## src/rtl/key_entry.sv

```systemverilog
// key_entry: debounces scanner key presses, assembles two decimal operands and
// an operator, and issues {a, op, b} to the ALU over a valid/ready handshake.
// Optional build macro: KEY_ENTRY_CLEAR_EN -- '=' on an empty entry clears all.
module key_entry #(
   parameter int unsigned DIGITS   = 4,
   parameter int unsigned W        = 14,
   parameter int unsigned DEBOUNCE = 2
) (
   input  logic         IN_clk,
   input  logic         IN_reset,
   input  logic [3:0]   IN_value,
   input  logic         IN_key,
   input  logic         IN_ready,
   output logic         OUT_valid,
   output logic [W-1:0] OUT_a,
   output logic [W-1:0] OUT_b,
   output logic [2:0]   OUT_op,
   output logic [W-1:0] OUT_disp,
   output logic [1:0]   OUT_state
);

   localparam int unsigned CW = $clog2(DEBOUNCE + 1);
   localparam int unsigned DW = $clog2(DIGITS + 1);
   localparam int unsigned PW = W + 4;

   typedef enum logic [1:0] {
      ST_A     = 2'd0,
      ST_B     = 2'd1,
      ST_ISSUE = 2'd2
   } state_t;

   state_t         state_q, state_d;
   logic [W-1:0]   acc_q, acc_d;
   logic [DW-1:0]  dig_q, dig_d;
   logic [CW-1:0]  cnt_q, cnt_d;
   logic           armed_q, armed_d;
   logic           valid_q, valid_d;
   logic [W-1:0]   a_q, a_d;
   logic [W-1:0]   b_q, b_d;
   logic [2:0]     op_q, op_d;
   logic           accept;
   logic           is_digit;
   logic           is_oper;
   logic           is_eq;

   assign is_digit = (IN_value < 4'd10);
   assign is_oper  = (IN_value >= 4'd10) && (IN_value <= 4'd14);
   assign is_eq    = (IN_value == 4'd15);

   // Press detector: saturating high-sample counter, one accept per press
   always_comb begin
      cnt_d   = cnt_q;
      armed_d = armed_q;
      accept  = 1'b0;
      if (!IN_key) begin
         cnt_d   = '0;
         armed_d = 1'b1;
      end else begin
         if (cnt_q != CW'(DEBOUNCE)) begin
            cnt_d = cnt_q + CW'(1);
         end
         if (armed_q && (cnt_q == CW'(DEBOUNCE - 1))) begin
            accept  = 1'b1;
            armed_d = 1'b0;
         end
      end
   end

   // Entry FSM: operand assembly, operator capture and issue handshake
   always_comb begin
      state_d = state_q;
      acc_d   = acc_q;
      dig_d   = dig_q;
      valid_d = valid_q;
      a_d     = a_q;
      b_d     = b_q;
      op_d    = op_q;
      case (state_q)
         ST_A, ST_B: begin
            if (accept) begin
               if (is_digit) begin
                  if (dig_q < DW'(DIGITS)) begin
                     acc_d = W'(({4'b0000, acc_q} * PW'(10)) + PW'(IN_value));
                     dig_d = dig_q + DW'(1);
                  end
               end else if (is_oper) begin
                  if (state_q == ST_A) begin
                     a_d     = acc_q;
                     op_d    = 3'(IN_value - 4'd10);
                     acc_d   = '0;
                     dig_d   = '0;
                     state_d = ST_B;
                  end else if (dig_q == '0) begin
                     op_d = 3'(IN_value - 4'd10);
                  end
               end else if (is_eq) begin
`ifdef KEY_ENTRY_CLEAR_EN
                  if ((state_q == ST_A) || (dig_q == '0)) begin
                     acc_d   = '0;
                     dig_d   = '0;
                     a_d     = '0;
                     b_d     = '0;
                     op_d    = '0;
                     state_d = ST_A;
                  end else begin
                     b_d     = acc_q;
                     valid_d = 1'b1;
                     state_d = ST_ISSUE;
                  end
`else
                  if (state_q == ST_B) begin
                     b_d     = acc_q;
                     valid_d = 1'b1;
                     state_d = ST_ISSUE;
                  end
`endif
               end
            end
         end
         ST_ISSUE: begin
            // accepted presses are dropped here; only the handshake matters
            if (valid_q && IN_ready) begin
               valid_d = 1'b0;
               acc_d   = '0;
               dig_d   = '0;
               state_d = ST_A;
            end
         end
         default: begin
            acc_d   = '0;
            dig_d   = '0;
            state_d = ST_A;
         end
      endcase
   end

   // State register with synchronous reset taking priority over all events
   always_ff @(posedge IN_clk) begin
      if (IN_reset) begin
         state_q <= ST_A;
         acc_q   <= '0;
         dig_q   <= '0;
         cnt_q   <= '0;
         armed_q <= 1'b1;
         valid_q <= 1'b0;
         a_q     <= '0;
         b_q     <= '0;
         op_q    <= '0;
      end else begin
         state_q <= state_d;
         acc_q   <= acc_d;
         dig_q   <= dig_d;
         cnt_q   <= cnt_d;
         armed_q <= armed_d;
         valid_q <= valid_d;
         a_q     <= a_d;
         b_q     <= b_d;
         op_q    <= op_d;
      end
   end

   assign OUT_valid = valid_q;
   assign OUT_a     = a_q;
   assign OUT_b     = b_q;
   assign OUT_op    = op_q;
   assign OUT_state = state_q;
   assign OUT_disp  = (state_q == ST_ISSUE) ? b_q : acc_q;

endmodule
```

## config.mk

```make
export PLATFORM = sky130hd
export DESIGN_NAME = key_entry
export DESIGN_NICKNAME = d
export VERILOG_FILES = /design/src/rtl/key_entry.sv
export SDC_FILE = /design/constraint.sdc
export NUM_CORES = 1
export LEC_CHECK = 0
export BUFFER_PORTS_ARGS = -buffer_cell sky130_fd_sc_hd__buf_2
export CORE_UTILIZATION = 49
export DETAILED_ROUTE_END_ITERATION = 10
export PLACE_DENSITY = 0.75
export SLEW_MARGIN = 10
export SYNTH_ARGS = -nofsm -noshare
export SYNTH_HDL_FRONTEND = slang
export SYNTH_SLANG_ARGS = --single-unit
```

## constraint.sdc

```tcl
create_clock -name IN_clk -period 2.82 [get_ports IN_clk]
set_input_delay 0.564 -clock IN_clk [delete_from_list [all_inputs] [get_ports IN_clk]]
set_output_delay 0.564 -clock IN_clk [all_outputs]
set_load 0.01 [all_outputs]
```

==> results.py, run 1 <==
metrics = {
    "floorplanning": {
        "die_h_um": 83.14,
        "num_rows": 29,
        "core_um2": 6350,
        "initial_utilization": 0.5080,
        "ios": 56,
        "die_outline_area_um2": 6911,
        "die_width_um": 83.14,
    },
    "sta": {
        "min_period_ns": 2.671,
        "max_clk_rate_ghz": 0.3744,
        "final-max-slew-violation-count": 0,
        "finalCritPeriodShare": 0.9472,
        "fin_worst_hold_slack_ns": 0.4826,
        "hold_violations": 0,
        "grt_setup_unrepaired": "no",
        "max_slew.worst_pin.slew_ns": 0.5985,
        "fin_setup_tns_ns": 0,
        "finalSetupViolations": 0,
        "fin_worst_skew_ns": 0.006661,
        "max_slew_margin": 0.6010,
    },
    "synthesis": {
        "yosys.cell_types.count": 52,
        "ys_warn_count": 0,
        "synth_seq_area_share": 0.3351,
        "synthFlopType": "sky130_fd_sc_hd__dfxtp_1",
        "share_of_synthesized_registers_carrying_an_async_set_or_reset": 0,
        "netlist_area_pre_place_um2": 3226,
        "synth-edff-count": 0,
        "synth.top_cells.by_area": "sky130_fd_sc_hd__dfxtp_1 34%, sky130_fd_sc_hd__ha_1 12%, sky130_fd_sc_hd__mux2i_1 8.7%, sky130_fd_sc_hd__nor2_1 6.5%, sky130_fd_sc_hd__mux2_2 4.9%",
        "synthCells": 356,
        "yosysTopAreaCell": "sky130_fd_sc_hd__dfxtp_1",
        "synth_nets": 397,
        "mean_area_per_synthesized_cell_um2": 9.061,
        "yosys_register_bits": 54,
        "area_share_of_the_leading_cell_type_in_the_synthesized_netlist": 0.3351,
    },
    "pwr": {
        "irDropWorstVdd_mv": 0.2467,
        "p_per_area_nw_per_um2": 372.8,
        "design_power_total_uw": 1422,
        "p_leak_uw": 0.001945,
    },
    "min_path": {
        "worstHoldPathCells": 1,
        "hp-start": "armed_q",
        "hold_class": "flop to flop",
        "min_delay_worst_endpoint": "armed_q",
    },
    "detailed_routing": {
        "drtAntennaViolNets": 0,
        "first_pass_iters": 4,
        "avgRoutedWirePerCell_um": 14.68,
        "routed-via-count": 2814,
        "number_of_design_rule_violations_left_by_the_first_detailed_router_iteration": 141,
        "avgViaCountPerCell": 5.639,
        "detail_route.drc_violations": 0,
        "routed_wl_um": 7326,
    },
    "placement": {
        "globalplace.congestion": 0.9335,
        "detailedPlacementHpwl_um": 5637,
        "dpl_cell_area_um2": 3664,
        "port_buffers": 55,
    },
    "worst_setup_path": {
        "cp_slowest_stage_delay_ns": 0.53,
        "critical_path.reg2reg.endpoint": "acc_q[13]",
        "worst_path_max_delay_cell": "sky130_fd_sc_hd__or4_1",
        "rrSetupSlack_ns": 0.15,
        "required_ns": 3.08,
        "r2r_cells": 9,
        "reg2reg_launch_point": "acc_q[3]",
        "crit_path_cell_trace": "buf_4, ha_1, ha_2, nand3_1, o221a_2, xnor2_2, nand3_2, or4_1, nand3_1",
        "cpMostUsedCell": "sky130_fd_sc_hd__nand3_1",
        "worstPathMaxFanout": 7,
        "critPathArrivalTime_ns": 2.93,
        "path_class": "flop to flop",
        "endpoint_kind": "flop",
        "setup.worst_path.start_class": "flop",
    },
    "finish": {
        "syn_to_layout_area_delta_pct": 18.23,
        "drive_above_1_share": 0.2607,
        "final_core_util": 0.6006,
        "antenna-diode-count": 0,
        "total_nets_final": 462,
        "design_area_um2": 3814,
        "fill_cells": 548,
    },
    "status": {
        "outcome": "finished, final reports clean",
    },
    "cts": {
        "worstSkewPairLatency_ns": 0.31,
        "cts_inserted_buffers": 5,
        "clk_transition_reported_paths_ns": 0.10,
        "tritoncts": "done",
        "cts.htree.levels": 2,
        "cts_num_sinks": 54,
        "clock_tree.buffer_depth": 2,
        "ctsHoldBuffers": 0,
        "cts.root.buffer_cell": "sky130_fd_sc_hd__clkbuf_8",
    },
    "global_routing": {
        "number_of_global_route_vias_before_repair": 2623,
        "grt_pass1_wl_um": 12540,
        "grt_max_degree": 33,
        "grt_util_all_layers": 0.2185,
        "grt_overflow_total": 0,
        "antenna_found_initial": 0,
    },
    "run": {
        "timing.max_cap.violations": 0,
    },
}
-- state kept, by name, indices dropped and copies added, names as in the netlist --
signal / cells
OUT_state: 2
dig_q: 3
armed_q: 1
OUT_valid: 1
cnt_q: 2
OUT_op: 3
OUT_b: 14
OUT_a: 14
acc_q: 14
-- per-layer routing --
layer / global-route usage / up-vias / share of wire
met3: 0.02982 / 12 / 0.037
li1: - / 1387 / -
met1: 0.3141 / 1340 / 0.50
met4: 0.06897 / 0 / 0.017
met5: 0 / - / 0
met2: 0.3390 / 75 / 0.45
-- worst max-delay path by stage --
stage / start / cells past startpoint / slack [ns] / endpoint
after floorplan: acc_q[3] / 9 / 0.01 / acc_q[11]
after global placement: acc_q[1] / 9 / 0.03 / acc_q[11]
after detailed placement: acc_q[1] / 9 / -0.05 / acc_q[11]
after CTS: acc_q[1] / 9 / 0.05 / acc_q[11]
after global routing: acc_q[3] / 9 / 0.01 / acc_q[12]
final: acc_q[3] / 9 / 0.15 / acc_q[13]
-- worst max-delay path: cells and delay by family (launching register included) --
family,cells,cell delay [ns]
AND/OR/NAND/NOR,4,0.89
adder cells (fa/ha/maj),2,0.69
flip-flops,1,0.33
AO/OA/AOI/OAI,1,0.30
XOR/XNOR,1,0.26
buffers and inverters,1,0.15
-- Yosys cell counts, types with 4 or more instances --
cell type	n
sky130_fd_sc_hd__nor2_1	56
sky130_fd_sc_hd__dfxtp_1	54
sky130_fd_sc_hd__xnor2_1	13
sky130_fd_sc_hd__and3_1	5
sky130_fd_sc_hd__ha_1	31
sky130_fd_sc_hd__nor2b_1	4
sky130_fd_sc_hd__mux2i_1	28
sky130_fd_sc_hd__o21ai_0	8
sky130_fd_sc_hd__clkbuf_1	10
sky130_fd_sc_hd__nand4_1	5
sky130_fd_sc_hd__a21oi_1	25
sky130_fd_sc_hd__mux2_2	14
sky130_fd_sc_hd__nand3_1	11
sky130_fd_sc_hd__a22oi_1	7
sky130_fd_sc_hd__inv_1	16
sky130_fd_sc_hd__a211oi_1	4
sky130_fd_sc_hd__nand2b_1	5
sky130_fd_sc_hd__buf_2	4
sky130_fd_sc_hd__nand2_1	8
-- cell type report --
class                      count  area, um^2  share of cell area
timing repair buffer          73       410.4              0.1076
clock buffer                   5       68.82             0.01804
clock inverter                 3       47.55             0.01247
tap                           77       96.34             0.02526
sequential                    54        1084              0.2841
multi-input combinational    271        2047              0.5367
inverter                      16       60.06             0.01575
-- power by group --
| part | switching, uW | leakage (uW) | internal [uW] |
|---|---|---|---|
| clock network | 273 | 0.0000587 | 270 |
| logic | 65.2 | 0.00145 | 41.1 |
| registers | 4.77 | 0.000436 | 768 |
-- cell usage in the layout, fill, tap and decap left out, types with 12 or more instances in the layout --
cell type                 count
sky130_fd_sc_hd__mux2i_1     28
sky130_fd_sc_hd__nor2_1      56
sky130_fd_sc_hd__dfxtp_1     52
sky130_fd_sc_hd__xnor2_1     12
sky130_fd_sc_hd__buf_2       55
sky130_fd_sc_hd__inv_1       16
sky130_fd_sc_hd__a21oi_1     24
sky130_fd_sc_hd__mux2_2      14
sky130_fd_sc_hd__buf_4       18
sky130_fd_sc_hd__ha_1        29
-- kinds of logic after synthesis --
kind of cell | Yosys count | synth area share
compound gates | 66 | 0.1292
xor+xnor | 17 | 0.05314
fa+ha+maj | 33 | 0.1327
buf+inv | 31 | 0.03996
flops | 54 | 0.3351
mux | 42 | 0.1358
simple gates | 113 | 0.1742
-- repair_timing --
action | 4_1_cts | 5_1_grt
endpoints found under the setup margin | 1 | 3
hold endpoints to repair | 0 | 0
gates resized for setup | 3 | 6
pin swaps | 0 | 3
gates cloned | 0 | 0
setup buffers | 0 | 0
-- metrics by stage --
stage | cells | setup slack [ns]
after global placement | 491 | 0.02882
after detailed placement | 491 | -0.04967
after global routing | 499 | 0.01259
after floorplan | 356 | 0.01133
final | 499 | 0.1490
after CTS | 499 | 0.04999
(Power assumes the default switching activity.)
==> inputs of run 2 (changes only) <==
REMOVE_ABC_BUFFERS = 1   (was not set)
==> run 2 against run 1 <==
Against the previous run:
- global-route usage fell by 0.28 points
- critical path depth increased by 2
- worst hold slack improved by 0.0040 ns
- clock skew about the same
- critical endpoint is now acc_q[12]
- largest power group unchanged
==> results.py, run 2 (synthesized netlist as in run 1, its figures left out) <==
metrics = {
    "finish": {
        "area_of_the_multi_input_gates_um2": 2049,
        "layout_common_cells": "56 x sky130_fd_sc_hd__nor2_1, 55 x sky130_fd_sc_hd__buf_2, 54 x sky130_fd_sc_hd__dfxtp_1",
        "total_nets_final": 466,
        "layout_commonest_cell": "sky130_fd_sc_hd__nor2_1",
        "layout.area.seq_um2": 1081,
        "drive_above_1_share": 0.2582,
        "antenna-diode-count": 0,
        "fill_cells": 565,
        "syn_to_layout_area_delta_pct": 19.16,
        "final-instance-count-excl-fill": 503,
    },
    "worst_setup_path": {
        "endpoint_kind": "flop",
        "worst_path_max_delay_cell": "sky130_fd_sc_hd__or4_1",
        "crit_path_cell_trace": "ha_1, ha_2, fa_2, a21oi_2, buf_4, o2111ai_1, or4b_4, buf_4, nand3_4, or4_1, nand3_1",
        "critical-path-top-delay-family": "adder cells",
        "cp_num_buf_inv": 2,
        "worstPathMaxFanout": 4,
        "setup.worst_path.start_class": "flop",
        "cp_slowest_stage_delay_ns": 0.52,
        "critPathArrivalTime_ns": 3.01,
        "cpMostUsedCell": "sky130_fd_sc_hd__buf_4",
        "required_ns": 3.08,
        "path_class": "flop to flop",
    },
    "cts": {
        "ctsHoldBuffers": 0,
        "tritoncts": "done",
        "clk_transition_reported_paths_ns": 0.10,
        "worstSkewPairLatency_ns": 0.31,
        "clock_tree.buffer_depth": 2,
        "cts_inserted_buffers": 5,
        "cts_num_sinks": 54,
        "cts.htree.levels": 2,
        "cts.root.buffer_cell": "sky130_fd_sc_hd__clkbuf_8",
    },
    "pwr": {
        "design_power_total_uw": 1419,
        "switching_power_uw": 339.2,
        "power.clock.fraction": 0.383,
        "power_switching_share": 0.2391,
        "p_seq_frac": 0.545,
        "p_leak_uw": 0.001949,
        "internal_power_uw": 1080,
        "power.share.combinational": 0.072,
        "p_per_area_nw_per_um2": 369.2,
        "irDropWorstVdd_mv": 0.2591,
    },
    "sta": {
        "final-max-slew-violation-count": 0,
        "finalSetupViolations": 0,
        "post-route-worst-setup-slack_ns": 0.06866,
        "hold_violations": 0,
        "max_slew.worst_pin.slew_ns": 0.5896,
        "max_clk_rate_ghz": 0.3635,
        "fin_setup_tns_ns": 0,
        "finalCritPeriodShare": 0.9757,
        "max_slew_margin": 0.6069,
        "fin_worst_hold_slack_ns": 0.4866,
        "min_period_ns": 2.751,
        "fin_worst_skew_ns": 0.006749,
    },
    "detailed_routing": {
        "number_of_design_rule_violations_left_by_the_first_detailed_router_iteration": 107,
        "avgViaCountPerCell": 5.539,
        "routed_wl_um": 7106,
        "first_pass_iters": 4,
        "avgRoutedWirePerCell_um": 14.13,
        "routed-via-count": 2786,
        "drtAntennaViolNets": 0,
        "detail_route.drc_violations": 0,
    },
    "floorplanning": {
        "die_width_um": 83.14,
        "initial_utilization": 0.5080,
        "die_h_um": 83.14,
        "core_um2": 6350,
        "num_rows": 29,
        "die_outline_area_um2": 6911,
        "ios": 56,
    },
    "placement": {
        "port_buffers": 55,
        "placedCellCount": 494,
        "globalplace.congestion": 0.8781,
        "detailedPlacementHpwl_um": 5412,
        "dpl_worst_slack_ns": -0.03844,
    },
    "global_routing": {
        "grt_pass1_wl_um": 12300,
        "grt_max_degree": 35,
        "number_of_global_route_vias_before_repair": 2702,
        "grt_overflow_total": 0,
        "grt_util_all_layers": 0.2158,
        "antenna_found_initial": 0,
    },
    "status": {
        "outcome": "finished, final reports clean",
    },
    "min_path": {
        "hold_class": "flop to flop",
    },
    "run": {
        "timing.max_cap.violations": 0,
    },
}
run 2: cell types whose count changed in the layout (fill, tap and decap cells not counted), sizes merged:
| cell | change |
|---|---|
| buf | +4 |
| inv | +1 |
| clkinv | -1 |
run 2: through the flow:
stage          utilization  cell area (um^2)
2_1_floorplan            -              3157
3_3_place_gp        0.5805              3686
3_5_place_dp        0.5805              3686
4_1_cts             0.5998              3809
5_1_grt             0.6053              3844
6_report            0.6053              3844
run 2: layer usage:
layer  global-route usage  vias up  share of wire
li1                     -     1402              -
met1               0.2831     1330           0.47
met2               0.3674       46           0.49
met3              0.02783        8          0.028
met4              0.06897        0          0.016
met5                    0        -              0
run 2: worst reg2reg max path, cell delays in order, from the launching register on:
cell and delay [ns]:
sky130_fd_sc_hd__dfxtp_1 0.33, sky130_fd_sc_hd__ha_1 0.30, sky130_fd_sc_hd__ha_2 0.20, sky130_fd_sc_hd__fa_2 0.44
sky130_fd_sc_hd__a21oi_2 0.19, sky130_fd_sc_hd__buf_4 0.13, sky130_fd_sc_hd__o2111ai_1 0.10, sky130_fd_sc_hd__or4b_4 0.22
sky130_fd_sc_hd__buf_4 0.12, sky130_fd_sc_hd__nand3_4 0.08, sky130_fd_sc_hd__or4_1 0.52, sky130_fd_sc_hd__nand3_1 0.09
run 2: power by group through the flow:
stage	clock network, uW	registers (uW)	logic, uW
3_5_place_dp	0	791	100
3_3_place_gp	0	790	99.4
4_1_cts	555	773	102
6_report	544	773	102
5_1_grt	584	774	115
2_1_floorplan	0	791	58.4
run 2: area by class of cell:
class | count | area share
multi-input cells | 271 | 0.5332
flip-flops and latches | 54 | 0.2813
repair buffers | 77 | 0.1146
well taps | 77 | 0.02507
clock buffers | 5 | 0.01790
inverters | 16 | 0.01562
clock inverters | 3 | 0.01237
run 2: timing repair:
item	CTS	global route
resized for setup	2	5
setup buffers	0	1
endpoints found under the hold margin	0	0
endpoints found under the setup margin	1	3
pin swaps	0	4
run 2: worst paths after layout:
kind | startpoint | endpoint | slack, ns | depth (start not counted)
worst max register to register | acc_q[1] | acc_q[12] | 0.07 | 11
worst min register to register | armed_q | armed_q | 0.49 | 1
worst min-delay path | armed_q | armed_q | 0.49 | 1
worst max-delay path | acc_q[1] | acc_q[12] | 0.07 | 11
==> inputs of run 3 (changes only) <==
ABC_AREA = 1   (was not set)
SETUP_SLACK_MARGIN = 0.4   (was not set)
==> run 3 against run 2 <==
Against the previous run:
- sequential share of layout area shrank 0.47 points
- wire length up 12%
- synthesized cell count up 35%
- worst setup slack gained 0.36 ns
- combinational power increased by 44%
- area after synthesis grew 1.5%
- non-clock buffer count decreased by 5
- total power shrank 2.7%
- critical path type unchanged
- critical endpoint is now acc_q[8]
- largest power group unchanged
- die area grew 1.5%
==> results.py, run 3 <==
metrics = {
    "status": {
        "outcome": "finished, final reports clean",
    },
    "sta": {
        "finalSetupViolations": 0,
        "grt_setup_unrepaired": "yes",
        "min_period_ns": 2.395,
        "max_slew_margin": 0.4958,
        "finalCritPeriodShare": 0.8494,
        "fin_setup_tns_ns": 0,
        "max_clk_rate_ghz": 0.4175,
        "hold_violations": 0,
        "fin_worst_skew_ns": 0.01305,
        "final-max-slew-violation-count": 0,
        "max_slew.worst_pin.slew_ns": 0.7554,
    },
    "worst_setup_path": {
        "crit_path_cell_trace": "ha_4, ha_4, fa_2, nand2_2, nor2_1, nand2_1, a21oi_2, buf_4, buf_6, a21oi_2, nand3b_1, a21oi_1",
        "critPathArrivalTime_ns": 2.64,
        "cp_slowest_stage_delay_ns": 0.55,
        "endpoint_kind": "flop",
        "path_class": "flop to flop",
        "setup.worst_path.start_class": "flop",
        "required_ns": 3.06,
        "worst_path_max_delay_cell": "sky130_fd_sc_hd__fa_2",
        "worstPathMaxFanout": 2,
    },
    "pwr": {
        "irDropWorstVdd_mv": 0.3400,
        "p_leak_uw": 0.001938,
        "p_per_area_nw_per_um2": 348.3,
    },
    "global_routing": {
        "grt_overflow_total": 0,
        "antenna_found_initial": 0,
        "number_of_global_route_vias_before_repair": 2813,
        "grt_max_degree": 30,
        "grt_pass1_wl_um": 12820,
        "grt_util_all_layers": 0.2193,
    },
    "finish": {
        "layout_commonest_cell": "sky130_fd_sc_hd__nand2_1",
        "syn_to_layout_area_delta_pct": 21.05,
        "final_core_util": 0.6207,
        "antenna-diode-count": 0,
        "layout.area.seq_um2": 1096,
        "fill_cells": 571,
        "layout_common_cells": "128 x sky130_fd_sc_hd__nand2_1, 66 x sky130_fd_sc_hd__inv_1, 55 x sky130_fd_sc_hd__buf_2",
        "total_nets_final": 589,
        "drive_above_1_share": 0.2277,
        "area_of_the_multi_input_gates_um2": 2002,
    },
    "cts": {
        "cts_inserted_buffers": 5,
        "tritoncts": "done",
        "cts_num_sinks": 54,
        "cts.htree.levels": 2,
        "clock_tree.buffer_depth": 2,
        "worstSkewPairLatency_ns": 0.31,
        "clk_transition_reported_paths_ns": 0.11,
        "cts.root.buffer_cell": "sky130_fd_sc_hd__clkbuf_8",
        "ctsHoldBuffers": 0,
    },
    "floorplanning": {
        "die_outline_area_um2": 7013,
        "ios": 56,
        "core_um2": 6386,
        "num_rows": 29,
        "die_width_um": 83.75,
        "die_h_um": 83.75,
        "initial_utilization": 0.5127,
    },
    "synthesis": {
        "synthFlopType": "sky130_fd_sc_hd__dfxtp_1",
        "synth.top_cells.by_area": "sky130_fd_sc_hd__dfxtp_1 33%, sky130_fd_sc_hd__nand2_1 15%, sky130_fd_sc_hd__ha_1 12%, sky130_fd_sc_hd__inv_1 7.7%, sky130_fd_sc_hd__a21oi_1 7.5%",
        "ys_warn_count": 0,
        "post-synth-top-count-cell": "sky130_fd_sc_hd__nand2_1",
        "synth.top_cells.by_count": "133 x sky130_fd_sc_hd__nand2_1, 67 x sky130_fd_sc_hd__inv_1, 54 x sky130_fd_sc_hd__dfxtp_1",
        "synthCells": 482,
        "yosys.cell_types.count": 33,
        "yosysTopAreaCell": "sky130_fd_sc_hd__dfxtp_1",
        "share_of_synthesized_registers_carrying_an_async_set_or_reset": 0,
        "netlist_area_pre_place_um2": 3274,
        "synth-edff-count": 0,
        "synth_seq_area_share": 0.3301,
        "yosys_register_bits": 54,
        "area_share_of_the_leading_cell_type_in_the_synthesized_netlist": 0.3301,
        "mean_area_per_synthesized_cell_um2": 6.793,
    },
    "placement": {
        "port_buffers": 55,
        "globalplace.congestion": 0.8803,
        "detailedPlacementHpwl_um": 5712,
    },
    "min_path": {
        "hold_class": "flop to flop",
    },
    "detailed_routing": {
        "avgRoutedWirePerCell_um": 12.71,
        "drtAntennaViolNets": 0,
        "first_pass_iters": 4,
        "routed-via-count": 3254,
        "number_of_design_rule_violations_left_by_the_first_detailed_router_iteration": 191,
        "routed_wl_um": 7958,
        "avgViaCountPerCell": 5.198,
        "detail_route.drc_violations": 0,
    },
    "run": {
        "timing.max_cap.violations": 0,
    },
}
[run 3: cell count changes after synthesis, moves of 5 or more]
cell | previous run | this run
sky130_fd_sc_hd__mux2_2 | 14 | 0
sky130_fd_sc_hd__nor2_1 | 56 | 36
sky130_fd_sc_hd__nand2_1 | 8 | 133
sky130_fd_sc_hd__and3_1 | 5 | 0
sky130_fd_sc_hd__o21ai_0 | 8 | 39
sky130_fd_sc_hd__a22oi_1 | 7 | 0
sky130_fd_sc_hd__nand3_1 | 11 | 26
sky130_fd_sc_hd__a21oi_1 | 25 | 49
sky130_fd_sc_hd__xnor2_1 | 13 | 3
sky130_fd_sc_hd__mux2i_1 | 28 | 0
sky130_fd_sc_hd__nand2b_1 | 5 | 0
sky130_fd_sc_hd__inv_1 | 16 | 67
[run 3: worst paths after layout]
check	endpoint	cells past startpoint	slack, ns	start
worst max-delay path	acc_q[8]	12	0.42	acc_q[3]
worst min-delay path	OUT_a[9]	2	0.45	OUT_a[9]
worst max register to register	acc_q[8]	12	0.42	acc_q[3]
worst min register to register	OUT_a[9]	2	0.45	OUT_a[9]
[run 3: routing by layer]
layer	wire length, um	up-vias	track usage
met3	391	12	0.02473
met5	0	-	0
li1	-	1671	-
met4	108	0	0.06317
met1	3785	1477	0.3099
met2	3673	94	0.3525
[run 3: layout make-up]
cell class	count	share of cell area
Timing Repair inverter	1	0.001894
Clock inverter	3	0.005997
Tap cell	77	0.02431
Inverter	69	0.06629
Clock buffer	5	0.01736
Sequential cell	54	0.2765
Multi-Input combinational cell	345	0.5051
Timing Repair Buffer	72	0.1026
[run 3: per-stage QoR]
stage	hold WS, ns	instance area, um^2	power [uW]	std cells	worst slack [ns]
2_1_floorplan	0.4413	3208	885.9	468	0.4049
3_3_place_gp	0.4265	3647	931.7	609	0.3016
3_5_place_dp	0.4304	3647	935.1	609	0.1826
4_1_cts	0.4460	3829	1381	621	0.4001
5_1_grt	0.4675	3964	1435	626	0.3092
6_report	0.4470	3964	1381	626	0.4247
[run 3: critical path, delay by kind of cell (launching register included)]
kind | cells | cell delay (ns)
AND/OR/NAND/NOR | 4 | 0.42
AO/OA/AOI/OAI | 3 | 0.38
flip-flops | 1 | 0.35
adder cells (fa/ha/maj) | 3 | 0.96
buffers and inverters | 2 | 0.23
[run 3: report_power, final]
group          internal [uW]  leakage (uW)  switching (uW)
registers                774      0.000441            8.87
logic                   54.2       0.00146            92.5
clock network            178     0.0000408             273
total                   1010       0.00194             374
[run 3: cells by family after synthesis]
| logic type | Yosys count | share of synthesized area |
|---|---|---|
| XOR/XNOR | 5 | 0.01567 |
| flip-flops | 54 | 0.3302 |
| AND/OR/NAND/NOR | 213 | 0.2755 |
| AO/OA/AOI/OAI | 94 | 0.1486 |
| buffers and inverters | 83 | 0.09935 |
| adder cells (fa/ha/maj) | 33 | 0.1307 |
[run 3: repair_timing]
item | in CTS | in global routing
setup buffers | 4 | 4
pin swaps | 8 | 13
gates cloned | 0 | 1
endpoints found under the setup margin | 4 | 18
resized for setup | 15 | 25
